--- config.mk ---
export PLATFORM = sky130hd
export DESIGN_NAME = pipe_hazard_ctrl
export DESIGN_NICKNAME = d
export VERILOG_FILES = /design/src/rtl/pipe_hazard_ctrl.sv
export SDC_FILE = /design/constraint.sdc
export NUM_CORES = 1
export LEC_CHECK = 0
export ABC_AREA = 1
export ABC_CLOCK_PERIOD_IN_PS = 3500
export BUFFER_PORTS_ARGS = -buffer_cell sky130_fd_sc_hd__buf_4
export CELL_PAD_IN_SITES_DETAIL_PLACEMENT = 1
export CELL_PAD_IN_SITES_GLOBAL_PLACEMENT = 1
export CORE_MARGIN = 8
export CORE_UTILIZATION = 34
export CTS_CLUSTER_SIZE = 14
export DETAILED_ROUTE_END_ITERATION = 16
export PLACE_DENSITY = 0.76
export RECOVER_POWER = 25
export SYNTH_ARGS = -nofsm -noshare
export SYNTH_HDL_FRONTEND = slang
export SYNTH_SLANG_ARGS = --single-unit
--- constraint.sdc ---
create_clock -name clk -period 3.5 [get_ports clk]
set_input_delay 0 -clock clk [delete_from_list [all_inputs] [get_ports clk]]
set_output_delay 0 -clock clk [all_outputs]
set_load 0.1 [all_outputs]
--- src/rtl/pipe_hazard_ctrl.sv ---
// pipe_hazard_ctrl: pipeline register enables/flushes for freezes, branches, load-use and halt/drain.
module pipe_hazard_ctrl #(
  parameter int BR_PENALTY = 1,
  parameter int CNT_W = 16,
  parameter int REG_W = 5
) (
  input  logic             clk,
  input  logic             rst_n,
  input  logic [REG_W-1:0] id_rs1,
  input  logic [REG_W-1:0] id_rs2,
  input  logic             id_use_rs1,
  input  logic             id_use_rs2,
  input  logic             ex_is_load,
  input  logic [REG_W-1:0] ex_rd,
  input  logic             br_taken,
  input  logic             mem_busy,
  input  logic             halt_req,
  input  logic             resume,
  input  logic             cnt_clr,
  output logic             pc_en,
  output logic             en_ifid,
  output logic             en_idex,
  output logic             en_exmem,
  output logic             en_memwb,
  output logic             flush_ifid,
  output logic             flush_idex,
  output logic             halted,
  output logic [CNT_W-1:0] stall_cnt
);
  typedef enum logic [1:0] {RUN, BRFLUSH, DRAIN, HALT} state_t;
  state_t state_q, state_d;
  logic [3:0] pen_q, pen_d;
  logic [1:0] drain_q, drain_d;
  logic [CNT_W-1:0] cnt_q, cnt_d;
  logic lu, stall;
  assign lu = ex_is_load & ex_rd != '0 &
              ((id_use_rs1 & id_rs1 == ex_rd) | (id_use_rs2 & id_rs2 == ex_rd));
  always_comb begin
    state_d = state_q;
    pen_d = pen_q;
    drain_d = drain_q;
    {pc_en, en_ifid, en_idex, en_exmem, en_memwb} = '1;
    {flush_ifid, flush_idex, halted, stall} = '0;
    if (state_q == HALT) begin
      {pc_en, en_ifid, en_idex, en_exmem, en_memwb} = '0;
      halted = 1'b1;
      state_d = resume ? RUN : HALT;
    end else if (mem_busy) begin
      {pc_en, en_ifid, en_idex, en_exmem, en_memwb} = '0;
      stall = 1'b1;
    end else begin
      case (state_q)
        RUN: begin
          if (br_taken) begin
            {flush_ifid, flush_idex} = 2'b11;
            if (BR_PENALTY > 0) begin
              state_d = BRFLUSH;
              pen_d = 4'(BR_PENALTY);
            end
          end else if (lu) begin
            {pc_en, en_ifid, flush_idex, stall} = 4'b0011;
          end else if (halt_req) begin
            state_d = DRAIN;
            drain_d = 2'd3;
          end
        end
        BRFLUSH: begin
          flush_ifid = 1'b1;
          pen_d = pen_q - 4'd1;
          state_d = pen_q == 4'd1 ? RUN : BRFLUSH;
        end
        DRAIN: begin
          {pc_en, en_ifid, flush_idex, stall} = 4'b0011;
          drain_d = drain_q - 2'd1;
          state_d = drain_q == 2'd1 ? HALT : DRAIN;
        end
        default: ;
      endcase
    end
    // reset must hold the pipeline frozen with bubbles regardless of state
    if (!rst_n) begin
      {pc_en, en_ifid, en_idex, en_exmem, en_memwb, halted} = '0;
      {flush_ifid, flush_idex} = 2'b11;
    end
  end
  assign cnt_d = cnt_clr ? '0 : (stall & ~&cnt_q) ? cnt_q + 1'b1 : cnt_q;
  assign stall_cnt = cnt_q;
  always_ff @(posedge clk or negedge rst_n) begin
    if (!rst_n) begin
      state_q <= RUN;
      pen_q <= '0;
      drain_q <= '0;
      cnt_q <= '0;
    end else begin
      state_q <= state_d;
      pen_q <= pen_d;
      drain_q <= drain_d;
      cnt_q <= cnt_d;
    end
  end
endmodule
==> flow_metrics.env <==
export IMPL_grt_util_all_layers_pct=13.99
export IMPL_p_total_mw=1.314
export IMPL_chipHeight_um=93.36
export IMPL_yosysTopAreaCell="dfrtp_1"
export IMPL_tritoncts_num_buffers=3
export IMPL_fmax_mhz=518.0
export IMPL_hold_viol_final=0
export IMPL_h_tree_depth=1
export IMPL_die_w_um=93.36
export IMPL_finalCritPeriodShare_pct=55.15
export IMPL_finalClockSkew_ns=0.001672
export IMPL_maxSlewHeadroom_pct=29.20
export IMPL_n_fill_cell=786
export IMPL_netlist_area_mm2=0.002034
export IMPL_cp_slowest_stage_delay_ns=0.41
export IMPL_place_detailed_hpwl_mm=4.565
export IMPL_hold_path_depth=4
export IMPL_cts_tree="done"
export IMPL_setup_ws_ns=1.570
export IMPL_rsz0062_at_grt="no"
export IMPL_criticalPathCategory="flop to output pin"
export IMPL_vias=2033
export IMPL_period_needed_ns=1.930
export IMPL_netlist_instances=301
export IMPL_cts_root_buffer="clkbuf_8"
export IMPL_hold_class="primary input to flop"
export IMPL_synth_edf_count=0
export IMPL_ys_top_cells_by_area="dfrtp_1 (30%), nand2_1 (15%), inv_1 (9.2%), nand4_1 (6.5%), nor2_1 (5.5%)"
export IMPL_diodes=0
export IMPL_clk_pin_slew_ns=0.09
export IMPL_crit_buf_inv=3
export IMPL_seq_area_um2=600.6
export IMPL_placed_cell_area_mm2=0.002421
export IMPL_drt_iter0_drc=35
export IMPL_path_max_fanout=5
export IMPL_drv_cap=0
export IMPL_peakVddDrop_mv=0.4663
export IMPL_fin_area_mm2=0.002502
export IMPL_finish_utilization_pct=42.77
export IMPL_post_cts_resized=0
export IMPL_cts_sinks=24
export IMPL_multiInputGateArea_mm2=0.001156
export IMPL_cp_slowest_cell="dfrtp_1"
export IMPL_path_common_cell="inv_1"
export IMPL_place_ws_ns=1.604
export IMPL_portBuffers=48
export IMPL_p_leak_nw=1.373
export IMPL_slew_viol_final=0
export IMPL_synthDominantCellAreaShare_pct=29.52
export IMPL_yosys_most_used_dff="dfrtp_1"
export IMPL_worstRegToRegCells=9
export IMPL_grt_pass1_vias=2155
export IMPL_yosysSeqAreaShare_pct=29.52
export IMPL_grt_max_degree=33
export IMPL_wire_per_inst_um=13.81
export IMPL_yosysUniqueCellTypes=31
export IMPL_drt_total_wl_mm=5.802
export IMPL_die_area_mm2=0.008715
export IMPL_fin_nets=379
export IMPL_ant_nets=0
export IMPL_status="complete, no violations"
export IMPL_hold_slack_ns=0.05744
export IMPL_tns_ns=0
export IMPL_cp_arrival_ns=1.93
export IMPL_cp_end_kind="output pin"
export IMPL_core_mm2=0.005851
export IMPL_grt_first_pass_wirelength_mm=10.09
export IMPL_dr_pass1_iters=2
export IMPL_path_delay_family="buffers and inverters"
export IMPL_start_util_pct=34.77
export IMPL_ys_warn_count=0
export IMPL_synthArstFlopShare_pct=100.0
export IMPL_worst_pin_slew_ns=1.061
export IMPL_placed_cells_incl_taps=415
export IMPL_ys_ff_latch=24
export IMPL_p_per_area_mw_per_mm2=524.9
export IMPL_io_pins=49
export IMPL_stdcell_count=420
export IMPL_clock_latency_ns=0.27
export IMPL_grt_overflow=0
export IMPL_rows=28
export IMPL_crit_path_start_kind="flop"
export IMPL_place_gp_congestion=0.7945
export IMPL_worst_path_stages=7
export IMPL_crit_required_ns=3.50
export IMPL_path_cells="ha_1 -> nor2_1 -> inv_1 -> nor2_2 -> o211ai_1 -> inv_1 -> buf_4"
export IMPL_syn_to_final_growth_pct=23.00
export IMPL_setup_viol=0
export IMPL_cts_buffer_depth=2
export IMPL_via_per_inst=4.840
export IMPL_syn_nets=334
export IMPL_drive_gt1_share_pct=22.03
export IMPL_avgSynthCellArea_um2=6.759
export IMPL_drc=0
export IMPL_antenna_found_initial=0
[worst register-to-register path, stage by stage, from the launching register on]
cell and delay [ns]:
dfrtp_1 0.46, ha_1 0.26, nand2_2 0.10, nor2_4 0.14, nand4_1 0.10, o21ai_2 0.14
inv_2 0.15, nand2_4 0.25, nand3_1 0.11, nand2_1 0.11
[per-layer routing]
metal	vias up	global-route usage [%]	routed length (um)
li1	1044	-	-
met1	948	15.97	2551
met2	35	25.26	2865
met3	6	3.365	303
met4	0	3.624	81
met5	-	0	0
[flip-flops by register name, summed over array words and instances, names as in the netlist]
name and count:
drain_q 2, pen_q 4, stall_cnt 16, state_q 2
[synth_stat cells, types with 6 or more instances]
library cell	number
nand2_1	81
inv_1	50
nor2_1	30
dfrtp_1	24
nand4_1	21
nand3_1	17
nand3_2	10
xor2_1	10
ha_1	8
nor3_1	8
o21ai_0	8
inv_2	6
[cell type report]
type	count	area share (%)
clock inverters	1	1.200
well taps	75	3.750
repair buffers	49	14.80
multi-input cells	212	46.20
clock buffers	3	1.650
inverters	56	8.400
flip-flops and latches	24	24.00
[timing repair]
item                      in CTS  in global routing
setup buffers                  0                  0
hold endpoints to repair      24                  0
hold buffers                   1                  0
[path summary, 6_finish.rpt]
check | slack [ns] | end | from
min | 0.06 | state_q[0] | resume
max | 1.57 | en_ifid | state_q[0]
min in group asynchronous | 0.18 | pen_q[3] | rst_n
min reg2reg | 0.49 | drain_q[1] | drain_q[1]
max in group asynchronous | 3.05 | stall_cnt[11] | rst_n
max reg2reg | 1.61 | stall_cnt[6] | stall_cnt[0]
[cells by family after synthesis]
logic type	share of synthesized area (%)
buffers and inverters	13.78
AO/OA/AOI/OAI	5.966
adder cells (fa/ha/maj)	4.920
flip-flops	29.52
AND/OR/NAND/NOR	41.08
XOR/XNOR	4.735
[cell usage in the layout (no fill, tap or decap), types with 3 or more instances in the layout]
| cell type | n |
|---|---|
| inv_2 | 6 |
| o22ai_1 | 3 |
| nand2_1 | 81 |
| o21ai_0 | 8 |
| nand4_1 | 21 |
| inv_1 | 50 |
| buf_4 | 48 |
| nand3_1 | 17 |
| dfrtp_1 | 24 |
| ha_1 | 8 |
| xor2_1 | 10 |
| nor2_1 | 29 |
| nand3_2 | 10 |
| clkbuf_8 | 3 |
| nor3_1 | 8 |
[report_power, final]
part	switching, mW	leakage, nW	total [mW]	internal, mW
clock	0.0983	0.0357	0.251	0.153
combinational	0.504	1.02	0.694	0.190
sequential	0.0385	0.321	0.368	0.329
total	0.641	1.37	1.31	0.672
Note: power is estimated with default switching activity, not from simulation.
